$ cat src/rtl/pick_fifo_pkg.sv
// Shared helpers for the tag-routed multi-channel FIFO: width formulas,
// tag extraction and fixed-priority arbitration.
package pick_fifo_pkg;

  // Widths never collapse to zero so single-entry corner cases still elaborate.
  function automatic int tag_w(input int flux);
    return (flux > 1) ? $clog2(flux) : 1;
  endfunction

  function automatic int addr_w(input int depth);
    return (depth > 1) ? $clog2(depth) : 1;
  endfunction

  // Tag lives in the top tag_width bits of a width-bit word.
  function automatic int get_tag(input logic [63:0] word, input int width,
                                 input int tag_width);
    logic [63:0] mask;
    mask = (64'd1 << tag_width) - 64'd1;
    return int'((word >> (width - tag_width)) & mask);
  endfunction

  // Highest set index among the low n bits; -1 when none is set.
  function automatic int highest_set(input logic [63:0] vec, input int n);
    int r;
    r = -1;
    for (int k = 0; k < 64; k++) begin
      if (k < n && vec[k]) r = k;
    end
    return r;
  endfunction

endpackage

$ cat src/rtl/pick_fifo_chan.sv
// Single-channel queue: storage, write/read pointers, occupancy count and a
// registered read-data port. count is exported only with PICK_FIFO_LEVEL_EN.
module pick_fifo_chan
  import pick_fifo_pkg::*;
#(
  parameter int WIDTH = 8,
  parameter int DEPTH = 4
) (
  input  logic                      ck,
  input  logic                      rst,
  input  logic                      wr_en,
  input  logic [WIDTH-1:0]          wr_data,
  input  logic                      rd_en,
  output logic [WIDTH-1:0]          rd_data,
  output logic                      full,
  output logic                      empty
`ifdef PICK_FIFO_LEVEL_EN
  , output logic [addr_w(DEPTH):0]  count
`endif
);

  localparam int AW = addr_w(DEPTH);

  logic [WIDTH-1:0] mem [DEPTH];
  logic [AW-1:0]    wp_reg;
  logic [AW-1:0]    rp_reg;
  logic [AW:0]      count_reg;
  logic [AW:0]      count_next;
  logic [WIDTH-1:0] rd_data_reg;

  // Storage carries no reset so it can map onto plain RAM.
  always_ff @(posedge ck) begin
    if (wr_en) mem[wp_reg] <= wr_data;
  end

  always_comb begin
    count_next = count_reg;
    case ({wr_en, rd_en})
      2'b10:   count_next = count_reg + (AW+1)'(1);
      2'b01:   count_next = count_reg - (AW+1)'(1);
      default: count_next = count_reg;
    endcase
  end

  always_ff @(posedge ck or posedge rst) begin
    if (rst) begin
      wp_reg      <= '0;
      rp_reg      <= '0;
      count_reg   <= '0;
      rd_data_reg <= '0;
    end else begin
      if (wr_en) wp_reg <= wp_reg + AW'(1);
      if (rd_en) begin
        rp_reg      <= rp_reg + AW'(1);
        rd_data_reg <= mem[rp_reg];
      end
      count_reg <= count_next;
    end
  end

  assign rd_data = rd_data_reg;
  assign full    = (count_reg == (AW+1)'(DEPTH));
  assign empty   = (count_reg == '0);
`ifdef PICK_FIFO_LEVEL_EN
  assign count   = count_reg;
`endif

endmodule

$ cat src/rtl/pick_fifo_mc.sv
// Tag-routed multi-channel FIFO top: write router, fixed-priority read arbiter,
// qualified output register and drop reporting. PICK_FIFO_LEVEL_EN adds level.
module pick_fifo_mc
  import pick_fifo_pkg::*;
#(
  parameter  int WIDTH      = 8,
  parameter  int DEPTH      = 4,
  parameter  int FLUX       = 2,
  localparam int TAG_WIDTH  = tag_w(FLUX),
  localparam int ADDR_WIDTH = addr_w(DEPTH)
) (
  input  logic                  ck,
  input  logic                  rst,
  input  logic                  wr,
  input  logic [WIDTH-1:0]      datain,
  input  logic [FLUX-1:0]       rd,
  output logic [FLUX-1:0]       full,
  output logic [FLUX-1:0]       empty,
  output logic [WIDTH-1:0]      dataout,
  output logic                  dout_valid,
  output logic [TAG_WIDTH-1:0]  dout_tag,
  output logic                  drop
`ifdef PICK_FIFO_LEVEL_EN
  , output logic [FLUX*(ADDR_WIDTH+1)-1:0] level
`endif
);

  logic [TAG_WIDTH-1:0] wr_tag;
  logic [FLUX-1:0]      req;
  logic [FLUX-1:0]      grant_vec;
  logic [FLUX-1:0]      chan_wr;
  int                   grant_idx;
  logic                 grant_any;
  logic [TAG_WIDTH-1:0] grant_tag;
  logic                 wr_ok;
  logic [WIDTH-1:0]     chan_rdata [FLUX];

  logic                 dout_valid_reg;
  logic [TAG_WIDTH-1:0] dout_tag_reg;
  logic                 drop_reg;

  assign wr_tag = TAG_WIDTH'(get_tag(64'(datain), WIDTH, TAG_WIDTH));

  // Requests to empty channels are masked before arbitration so they never
  // shadow a lower channel that actually has data.
  assign req       = rd & ~empty;
  assign grant_idx = highest_set(64'(req), FLUX);
  assign grant_any = (grant_idx >= 0);
  assign grant_tag = grant_any ? TAG_WIDTH'(grant_idx) : '0;

  genvar gi;
  generate
    for (gi = 0; gi < FLUX; gi++) begin : g_chan
      assign grant_vec[gi] = grant_any && (grant_idx == gi);
      // A full channel still takes the word when it is drained this same edge.
      assign chan_wr[gi]   = wr && (int'(wr_tag) == gi) &&
                             (!full[gi] || grant_vec[gi]);

      pick_fifo_chan #(
        .WIDTH (WIDTH),
        .DEPTH (DEPTH)
      ) u_chan (
        .ck      (ck),
        .rst     (rst),
        .wr_en   (chan_wr[gi]),
        .wr_data (datain),
        .rd_en   (grant_vec[gi]),
        .rd_data (chan_rdata[gi]),
        .full    (full[gi]),
        .empty   (empty[gi])
`ifdef PICK_FIFO_LEVEL_EN
        , .count (level[gi*(ADDR_WIDTH+1) +: ADDR_WIDTH+1])
`endif
      );
    end
  endgenerate

  // Unknown tags (tag >= FLUX) match no channel and therefore fall into drop.
  assign wr_ok = |chan_wr;

  always_ff @(posedge ck or posedge rst) begin
    if (rst) begin
      dout_valid_reg <= 1'b0;
      dout_tag_reg   <= '0;
      drop_reg       <= 1'b0;
    end else begin
      dout_valid_reg <= grant_any;
      if (grant_any) dout_tag_reg <= grant_tag;
      drop_reg       <= wr && !wr_ok;
    end
  end

  // Each channel's read register only moves when that channel is granted,
  // which also retargets dout_tag, so this select holds between reads.
  assign dataout    = chan_rdata[dout_tag_reg];
  assign dout_valid = dout_valid_reg;
  assign dout_tag   = dout_tag_reg;
  assign drop       = drop_reg;

endmodule
$ cat config.mk
export PLATFORM = sky130hd
export DESIGN_NAME = pick_fifo_mc
export DESIGN_NICKNAME = d
export VERILOG_FILES = /design/src/rtl/pick_fifo_pkg.sv /design/src/rtl/pick_fifo_chan.sv /design/src/rtl/pick_fifo_mc.sv
export SDC_FILE = /design/constraint.sdc
export NUM_CORES = 1
export LEC_CHECK = 0
export CAP_MARGIN = 40
export CORE_MARGIN = 8
export CORE_UTILIZATION = 52
export CTS_CLUSTER_SIZE = 12
export DETAILED_ROUTE_END_ITERATION = 8
export PLACE_DENSITY = 0.85
export SETUP_SLACK_MARGIN = 0.3
export SYNTH_ARGS = -nofsm -noshare
export SYNTH_HDL_FRONTEND = slang
export SYNTH_SLANG_ARGS = --single-unit
$ cat constraint.sdc
create_clock -name ck -period 2.17 [get_ports ck]
set_input_delay 0.3255 -clock ck [delete_from_list [all_inputs] [get_ports ck]]
set_output_delay 0.3255 -clock ck [all_outputs]
set_load 0.005 [all_outputs]
Word level (Yosys, flattened, before mapping)
Memories as Yosys holds them, arrays and structs flattened. A register that Yosys moved wholly into a read port is not among the register bits.
Index checks and enable logic that the tools add are counted.
{ "word_totals": {"register_bits": 17, "ramBits": 64, "input_bits": 13, "output_inout_bits": 15, "mem_count": 2} }
{ "classes": {"addsub": 8, "magnitude_cmp": 2, "n_eq_ne": 7, "muxes": 11, "n_bitwise": 4, "reduce_logical": 18} }
{ "memory_table": {"columns": ["name", "depth", "width", "read_ports", "rd_ports_with_merged_regs", "write_ports", "line_no", "rtl"], "rows": [
  ["g_chan[0].u_chan.mem", 4, 8, 1, 1, 1, "pick_fifo_chan.sv:24", "logic [WIDTH-1:0] mem [DEPTH];"],
  ["g_chan[1].u_chan.mem", 4, 8, 1, 1, 1, "pick_fifo_chan.sv:24", null]
]} }
{ "op_table": {"columns": ["cell", "n"], "rows": [
  ["32-bit two-way mux", 2],
  ["32-bit by 2-bit == test with 1-bit output, second input constant", 1],
  ["32-bit by 1-bit >= comparator with 1-bit output, second input constant", 1],
  ["32-bit zero test", 1],
  ["8-bit two-way mux", 3],
  ["3-bit one-hot mux with 2 select lines", 2],
  ["2-bit by 1-bit adder with 2-bit output, second input constant", 4],
  ["1-bit logical AND", 7],
  ["3-bit by 1-bit adder with 3-bit output, second input constant", 2],
  ["3-bit == test, second input constant", 2],
  ["3-bit zero test", 2],
  ["3-bit by 1-bit subtractor with 3-bit output, second input constant", 2],
  ["2-bit by 1-bit == test with 1-bit output, second input constant", 2],
  ["2-bit == test, second input constant", 2],
  ["1-bit two-way mux", 4],
  ["2-bit nonzero test", 2],
  ["1-bit zero test", 3],
  ["2-bit AND", 1],
  ["2-bit >= comparator, second input constant", 1],
  ["1-bit logical OR", 2],
  ["1-bit NOT with 2-bit output", 1],
  ["2-bit NOT", 1],
  ["2-bit OR reduction", 1],
  ["1-bit NOT", 1]
]} }

Longest topological paths before layout
Gate-level depths: netlist of the first run.
{ "depth": {"word_depth": 12, "depth_mapped": 8} }

Modules after synthesis
From an unflattened synthesis of the first run, not the netlist that was laid out.
{ "hier_totals": {"hier_cells": 273, "area_unflattened_um2": 4221.5} }
{ "modules_own_cells": {"columns": ["mod", "n_inst", "cells_per_inst", "area_each_um2", "seq_area_each_um2"], "rows": [
  ["pick_fifo_chan", 2, 123, 1959.4, 1336.3],
  ["pick_fifo_mc", 1, 27, 302.8, 75.1]
]} }

Worst setup path before layout of the first run
No wires, ideal clock.
{ "synth_timing": {"path_kind": "register to register", "from": "reg g_chan[1].u_chan.count_reg[0]", "to": "reg g_chan[1].u_chan.count_reg[1]", "setup_ns": 0.121, "t_arrival_ns": 2.130, "t_required_ns": 2.049, "slack_ns": -0.081, "stages_incl_launch_ff": 9, "n_path_buf": 2, "synth_period_minus_slack_ns": 2.251, "cell_sequence": "dfrtp_1 buf_6 o31ai_4 clkbuf_1 a21oi_1 fa_1 nor2b_1 o211a_1 o22a_1"} }
{ "synth_via": {"elab_chain_cells": 10, "word_cells_on_any_way": 17} }
{ "synth_rtl": {"columns": ["element", "line_no", "rtl"], "rows": [
  ["from (decl)", "pick_fifo_chan.sv:27", "logic [AW:0] count_reg;"],
  ["from (signal assigned)", "pick_fifo_chan.sv:57", "count_reg <= count_next;"],
  ["3-bit zero test", "pick_fifo_chan.sv:63", "assign empty = (count_reg == '0);"],
  ["2-bit NOT", "pick_fifo_mc.sv:46", "assign req = rd & ~empty;"],
  ["2-bit AND", "pick_fifo_mc.sv:46", null],
  ["32-bit two-way mux", "pick_fifo_pkg.sv:27", "if (k < n && vec[k]) r = k;"],
  ["32-bit by 1-bit >= comparator with 1-bit output or 32-bit by 2-bit == test with 1-bit output (tied branches)", "pick_fifo_mc.sv:48, pick_fifo_mc.sv:54", null],
  ["1-bit logical AND", "pick_fifo_mc.sv:54", "assign grant_vec[gi] = grant_any && (grant_idx == gi);"],
  ["1-bit logical OR", "pick_fifo_mc.sv:57", "(!full[gi] || grant_vec[gi]);"],
  ["1-bit logical AND", "pick_fifo_mc.sv:56", "assign chan_wr[gi] = wr && (int'(wr_tag) == gi) &&"],
  ["2-bit by 1-bit == test with 1-bit output or 2-bit == test (tied branches)", "pick_fifo_chan.sv:38", "case ({wr_en, rd_en})"],
  ["3-bit one-hot mux with 2 select lines (*)", "pick_fifo_chan.sv:38", null],
  ["net g_chan[1].u_chan.count_next[1]", "pick_fifo_chan.sv:28", "logic [AW:0] count_next;"]
]} }
Mark *: on every way through the listed nets, which the timed path passes. The rest lies on a longest branch.
A chain may end at the register's enable or synchronous reset.

Final worst setup path of the first run
{ "layout_timing": {"from": "reg dout_tag_reg, in the netlist dout_tag", "to": "out dataout[4]"} }
{ "layout_via": {"elab_chain_cells": 4} }
{ "layout_rtl": {"columns": ["element", "line_no", "rtl"], "rows": [
  ["from (decl)", "pick_fifo_mc.sv:39", "logic [TAG_WIDTH-1:0] dout_tag_reg;"],
  ["from (signal assigned)", "pick_fifo_mc.sv:88", "if (grant_any) dout_tag_reg <= grant_tag;"],
  ["1-bit NOT with 2-bit output (implied by the code)", "pick_fifo_mc.sv:95", "assign dataout = chan_rdata[dout_tag_reg];"],
  ["8-bit two-way mux (implied by the code) (3 in a row)", "pick_fifo_mc.sv:95", null],
  ["to (decl)", "pick_fifo_mc.sv:19", "output logic [WIDTH-1:0] dataout,"]
]} }
Every way passes these cells. The select of a mux whose other input is x is not followed.

==> summary.md, run 1 <==
| Metric | Value |
|---|---|
| Synthesis Warnings | 0 |
| Port Buffers | 27 |
| Cells after Synth | 263 |
| Setup CP Type | register to output pin |
| Pin count of the biggest net entering global routing | 34 |
| Hold WC Path Type | input pin to asynchronous set/reset pin |
| Fin nets | 349 |
| Fin area | 0.00505 mm² |
| Met2 global-route usage | 0.243 |
| Routed wire length | 7660 µm |
| Cts bufs inserted | 9 |
| Reg-to-reg endpoint | g_chan[1].u_chan.count_reg[1] |
| Filler cells | 513 |
| Switching portion of total power | 0.325 |
| GRT Util Overall | 0.146 |
| Non-Filler Instances | 433 |
| WP data arrival | 1.57 ns |
| Slowest-stage cell, CP | dfrtp_2 |
| Register area | 0.00275 mm² |
| CTS tree | done |
| Initial core utilization | 0.535 |
| Vias in the first global route | 2428 |
| Combinational fraction of design power | 0.369 |
| DR pass1 iterations | 5 |
| Initial antenna violation count | 0 |
| Die width | 105 µm |
| TritonCTS Sinks | 97 |
| Row cnt | 32 |
| Flop-to-flop setup slack | 0.31 ns |
| Relative slew slack | 0.616 |
| Pint | 4.18 mW |
| First-pass GRT wire length | 12300 µm |
| Status | finished clean |
| Vias per cell | 5.24 |
| # diodes | 0 |
| Yosys reg bits | 97 |
| EDFF count, synth | 64 |
| Share of cells above drive strength 1 | 0.317 |
| Startpoint types | register |
| Syn_area_per_cell | 15.6 µm² |
| FF-to-FF path depth | 6 |
| CP top delay family | buffers and inverters |
| # setup viols final | 0 |
| Grt total ovfl | 0 |
| Flop pwr share | 0.455 |
| Psw | 2.01 mW |
| Clk pwr share | 0.176 |
| Hpwl dp | 5110 µm |
| Fmax | 529 MHz |
| Root buffer cell | clkbuf_8 |
| Hold Worst Slack | 0.328 ns |
| RSZ-0062 raised after global routing | true |
| Gpl congestion | 0.744 |
| Critical Path End Type | output pin |
| Setup Skew | 0.0141 ns |
| Area Growth Syn to Fin | 22.8% |
| Antenna viol nets, final | 0 |
| Part of the cycle the worst path needs | 0.871 |
| DRC Markers | 0 |
| Synthesized area | 0.00411 mm² |
| Area after DPL | 0.00471 mm² |
| Asr flop ratio synth | 0.340 |
| Core area | 0.00769 mm² |
| Max reg flops | 64 |
| Worst R2R Start | g_chan[1].u_chan.count_reg[2] |
| CP Cell Sequence | buf_4 > buf_6 > mux2_2 > dlygate4sd2_1 |
| Synthesized Nets | 286 |
| MaxCap Viol Count | 0 |
| Worst Path Max Fanout | 5 |
| Post-synth cell types | 37 |
| Max Slew Vio Count | 0 |
| Full die area | 0.0110 mm² |
| Measured slew at the worst slew-check pin | 0.576 ns |
| Met1 Use GR | 0.168 |
| Placed insts | 401 |
| Leakage | 2.03 nW |
| Crit-path max cell delay | 0.42 ns |
| Clock buffer depth | 2 |
| Crit path time final | 1.89 ns |
| M3 GR Usage | 0.0362 |
| Die Ht | 105 µm |
| Pwr dens | 1230 mW/mm² |
| Clk slew on worst S/H paths | 0.10 ns |
| WP data required | 1.84 ns |
| Final hold violations | 0 |
| Most Used Layer, Global Route | met2 |
| Primary FF master, synth | edfxtp_1 |
| Area of the multi-input gates | 0.00129 mm² |
| DR WL/cell | 17.7 µm |
| Worst Path Buf+Inv | 3 |
| H-tree Lvls | 3 |
| VDD IR-drop max | 396 µV |
| DRT iter0 DRCs | 77 |
| Clock Latency Late Sink | 0.38 ns |
| Post-synthesis sequential area ratio | 0.668 |
| Routed via count | 2269 |
| Sum Neg Setup Slack | 0 ns |
| IO Pins | 28 |
routing by layer:
metal  part of all wire  wire length (µm)  vias to the layer above
met5                  0                 0                        -
li1                   -                 -                     1063
met1               0.41              3150                     1140
met2               0.52              3990                       47
met4              0.026               201                        0
met3              0.042               322                       19
through the flow:
step	setup WS, ns	utilization	total power [mW]
after detailed placement	-0.00990	0.613	4.92
after CTS	0.149	0.647	6.09
after global routing	0.236	0.657	6.58
after floorplan	0.0975	-	4.15
after global placement	0.0473	0.613	4.80
final	0.279	0.657	6.20
cells in the mapped netlist (3+ instances only):
cell | count | area (µm²)
a21oi_1 | 4 | 20.0
nor3_1 | 3 | 15.0
mux4_2 | 16 | 360
xnor2_1 | 11 | 96.3
buf_2 | 3 | 15.0
and2_1 | 8 | 50.1
clkbuf_1 | 3 | 11.3
nor3b_2 | 3 | 37.5
dfrtp_1 | 33 | 826
edfxtp_1 | 64 | 1920
mux2_2 | 8 | 90.1
ha_1 | 8 | 100
nand2_1 | 57 | 214
buf_4 | 4 | 30.0
inv_1 | 8 | 30.0
o21ai_0 | 3 | 15.0
cell type report:
class | instances | area share
well taps | 102 | 0.0253
clock buffers | 9 | 0.0245
repair buffers | 65 | 0.131
flip-flops and latches | 97 | 0.545
inverters | 8 | 0.00594
multi-input cells | 145 | 0.256
clock inverters | 7 | 0.0121
logic make-up (layout without fill, tap and decap cells):
kind of cell,Yosys count,in the layout,share of synthesized area
XOR/XNOR,11,11,0.0234
adder cells (fa/ha/maj),10,10,0.0341
flip-flops,97,97,0.668
AO/OA/AOI/OAI,18,18,0.0383
AND/OR/NAND/NOR,80,80,0.0934
buffers and inverters,21,89,0.0274
multiplexers,26,26,0.116
cell usage in the layout (no fill, tap or decap), drive strengths merged, types with 2 or more instances in the layout:
cell,netlist,layout
nor3b,4,4
ha,8,8
mux4,16,16
dlymetal6s2s,0,4
and2,8,8
a31oi,2,2
nand2,57,57
nor2b,2,2
o21ai,3,3
nor3,3,3
clkinv,0,2
nor2,2,2
inv,8,12
o31ai,2,2
nand2b,2,2
a21oi,7,7
dfrtp,33,33
clkbuf,3,12
buf,10,38
clkdlybuf4s50,0,15
dlygate4sd2,0,5
mux2,9,9
fa,2,2
xnor2,11,11
edfxtp,64,64
worst register-to-register path, cell delays in order (launching register included):
cell     delay (ns)
dfrtp_2        0.46
o31ai_4        0.35
a21oi_4        0.05
fa_1           0.47
nor2b_4        0.14
o211a_1        0.12
o22a_1         0.16
how the worst max path moves through the flow:
stage	to	slack [ns]	cells past startpoint	from
final	dataout[4]	0.28	4	dout_tag
after global routing	dataout[4]	0.24	4	dout_tag
after CTS	dataout[7]	0.15	3	dout_tag
after detailed placement	g_chan[0].u_chan.count_reg[2]	-0.01	7	rd[1]
after global placement	g_chan[0].u_chan.count_reg[2]	0.05	7	rd[1]
after floorplan	g_chan[1].u_chan.count_reg[1]	0.1	8	g_chan[1].u_chan.count_reg[0]
power groups by stage:
stage | Clock (mW) | Sequential [mW] | Combinational [mW]
2_1_floorplan | 0 | 2.65 | 1.50
3_3_place_gp | 0 | 2.89 | 1.91
3_5_place_dp | 0 | 2.93 | 1.99
4_1_cts | 1.11 | 2.83 | 2.15
5_1_grt | 1.18 | 2.90 | 2.50
6_report | 1.09 | 2.82 | 2.29
repair_timing:
item                       in CTS  in global routing
pin swaps                       4                  4
gates resized for setup        11                 21
hold buffers                    0                  0
setup buffers                  11                  5
setup endpoints to repair      16                 44
Power figures use the tool's default switching activity.
==> run 2: changes to the inputs <==
ABC_CLOCK_PERIOD_IN_PS = 2170   (was not set)
==> results of run 2 <==
The final DEF is identical to that of run 1; final timing and power are the same.
==> run 3: changes to the inputs <==
ABC_CLOCK_PERIOD_IN_PS = 2260   (was 2170)
CELL_PAD_IN_SITES_DETAIL_PLACEMENT = 0   (was not set)
CELL_PAD_IN_SITES_GLOBAL_PLACEMENT = 2   (was not set)
CORE_UTILIZATION = 46   (was 52)
PLACE_DENSITY = 0.95   (was 0.85)
clock period = 2.26 ns   (was 2.17 ns; I/O delays follow)
==> run 3 against run 2 <==
Final area shrank 3.6%; combinational power shrank 17%; clock skew down 0.0083 ns; register-to-register slack improved by 0.04 ns; sequential share of layout area up 2.0 points; die area rose by 11%; cell count decreased by 2.1%; largest power group unchanged; highest routed layer unchanged.
==> summary.md, run 3 (same netlist as run 1, synthesis figures left out) <==
| Metric | Value |
|---|---|
| Status | finished clean |
| H-tree Lvls | 3 (unchanged) |
| DRT iter0 DRCs | 83 (+7.8%) |
| Root buffer cell | clkbuf_8 |
| Fmax | 525 MHz |
| Relative slew slack | 0.612 (-0.00399) |
| Reg-to-reg endpoint | g_chan[1].u_chan.count_reg[1] |
| Area of the multi-input gates | 0.00128 mm² (-0.87%) |
| TritonCTS Sinks | 97 (unchanged) |
| DR WL/cell | 17.1 µm (-3.4%) |
| Crit path time final | 1.91 ns |
| Full die area | 0.0122 mm² (+11%) |
| Worst Path Max Fanout | 6 (+1) |
| Setup Skew | 0.00587 ns (-0.00825 ns) |
| Port Buffers | 27 (unchanged) |
| Startpoint types | register |
| # setup viols final | 0 (unchanged) |
| Grt total ovfl | 0 (unchanged) |
| Fin util | 0.562 (-0.0958) |
| Setup CP Type | register to register |
| Vias per cell | 5.11 (-2.5%) |
| Part of the cycle the worst path needs | 0.843 |
| Fin nets | 334 (-4.3%) |
| Antenna viol nets, final | 0 (unchanged) |
| GRT Util Overall | 0.123 (-0.0228) |
| Hold WC Path Type | input pin to asynchronous set/reset pin |
| Routed via count | 2166 (-4.5%) |
| Pwr dens | 1180 mW/mm² (-4.1%) |
| Commonest non-fill, non-tap cells in the layout | edfxtp_1, nand2_1, dfrtp_1 |
| Sum Neg Setup Slack | 0 ns (unchanged) |
| Max reg flops | 64 (unchanged) |
| Measured slew at the worst slew-check pin | 0.582 ns (+0.00599 ns) |
| Row cnt | 34 (+6.3%) |
| IO Pins | 28 (unchanged) |
| WP data required | 2.50 ns (+0.66 ns) |
| Die Ht | 111 µm (+5.4%) |
| Routed wire length | 7250 µm (-5.4%) |
| Share of cells above drive strength 1 | 0.241 (-0.0767) |
| Flop-to-flop setup slack | 0.35 ns (+0.04 ns) |
| Filler cells | 701 (+37%) |
| RSZ-0062 raised after global routing | true |
| Worst R2R Start | g_chan[1].u_chan.count_reg[2] |
| Gpl congestion | 0.730 (-1.9%) |
| Critical Path End Type | register |
| Clock buffer depth | 2 (unchanged) |
| Leakage | 1.91 nW (-5.8%) |
| Cts bufs inserted | 9 (unchanged) |
| Initial core utilization | 0.474 (-0.0611) |
| DR pass1 iterations | 4 (-1) |
| Area Growth Syn to Fin | 18.5% |
| Clk slew on worst S/H paths | 0.09 ns (about the same) |
| Core area | 0.00868 mm² (+13%) |
| Clock Latency Late Sink | 0.35 ns (-0.03 ns) |
| CTS tree | done |
| VDD IR-drop max | 430 µV (+8.6%) |
| WP data arrival | 2.15 ns (+0.58 ns) |
| First-pass GRT wire length | 11800 µm (-4.0%) |
| # diodes | 0 (unchanged) |
| Die width | 111 µm (+5.4%) |
| Register area | 0.00275 mm² (about the same) |
| Max Slew Vio Count | 0 (unchanged) |
| Pin count of the biggest net entering global routing | 34 (unchanged) |
| Hpwl dp | 5020 µm (-1.7%) |
| FF-to-FF path depth | 6 (unchanged) |
| Commonest non-fill, non-tap cell in the layout | edfxtp_1 |
| MaxCap Viol Count | 0 (unchanged) |
| Final hold violations | 0 (unchanged) |
| Initial antenna violation count | 0 (unchanged) |
| DRC Markers | 0 (unchanged) |
| Vias in the first global route | 2272 (-6.4%) |
[run 3: cell types whose count changed in the layout (fill, tap and decap cells not counted), sizes merged, moves of 2 or more]
cell	delta
clkbuf	+2
inv	-3
clkinv	-2
dlymetal6s2s	-3
dlygate4sd2	+6
buf	-15
[run 3: per-stage QoR]
step	cell area (µm²)	instances	hold WS (ns)	total power [mW]	setup slack, ns
floorplan	4140	263	0.438	3.98	0.187
global placement	4620	401	0.455	4.63	0.0562
CTS	4860	423	0.392	5.78	0.261
finish	4870	424	0.384	5.73	0.354
global route	4870	424	0.422	6.09	0.238
detailed placement	4620	401	0.463	4.68	0.0432
[run 3: area by class of cell]
cell class | instances | share of cell area
sequential | 97 | 0.565
clock buffer | 14 | 0.0313
multi-input combinational | 145 | 0.263
timing repair buffer | 50 | 0.0988
clock inverter | 2 | 0.00796
tap | 108 | 0.0277
inverter | 8 | 0.00616
[run 3: power breakdown]
part | switching [mW] | internal (mW) | total (mW)
clock | 0.559 | 0.549 | 1.11
combinational | 0.829 | 1.08 | 1.91
sequential | 0.399 | 2.32 | 2.72
total | 1.79 | 3.94 | 5.73
[run 3: metal layers]
metal  global-route usage  part of all wire  vias to the layer above
met3               0.0298             0.039                       10
li1                     -                 -                     1034
met4               0.0568             0.018                        0
met2                0.196              0.49                       40
met5                    0                 0                        -
met1                0.154              0.46                     1082
[run 3: worst max-delay path, cell delays in order (launching register included)]
cell and delay [ns]:
dfrtp_2 0.48, o31ai_4 0.41, a21oi_4 0.04, fa_1 0.45
nor2b_1 0.14, o211a_1 0.11, o22a_1 0.16
[run 3: how the worst max path moves through the flow]
stage,to,start
6_report,g_chan[1].u_chan.count_reg[1],g_chan[1].u_chan.count_reg[2]
3_5_place_dp,g_chan[0].u_chan.count_reg[2],rd[1]
2_1_floorplan,g_chan[1].u_chan.count_reg[1],g_chan[1].u_chan.count_reg[0]
5_1_grt,g_chan[0].u_chan.count_reg[2],g_chan[0].u_chan.count_reg[1]
4_1_cts,full[0],g_chan[0].u_chan.count_reg[0]
3_3_place_gp,g_chan[0].u_chan.count_reg[2],rd[1]
[run 3: repair_timing]
action | in CTS | in global routing
gates resized for setup | 16 | 3
endpoints found under the hold margin | 0 | 0
hold buffers | 0 | 0
pin swaps | 4 | 2
setup buffers | 6 | 1
setup endpoints to repair | 47 | 37
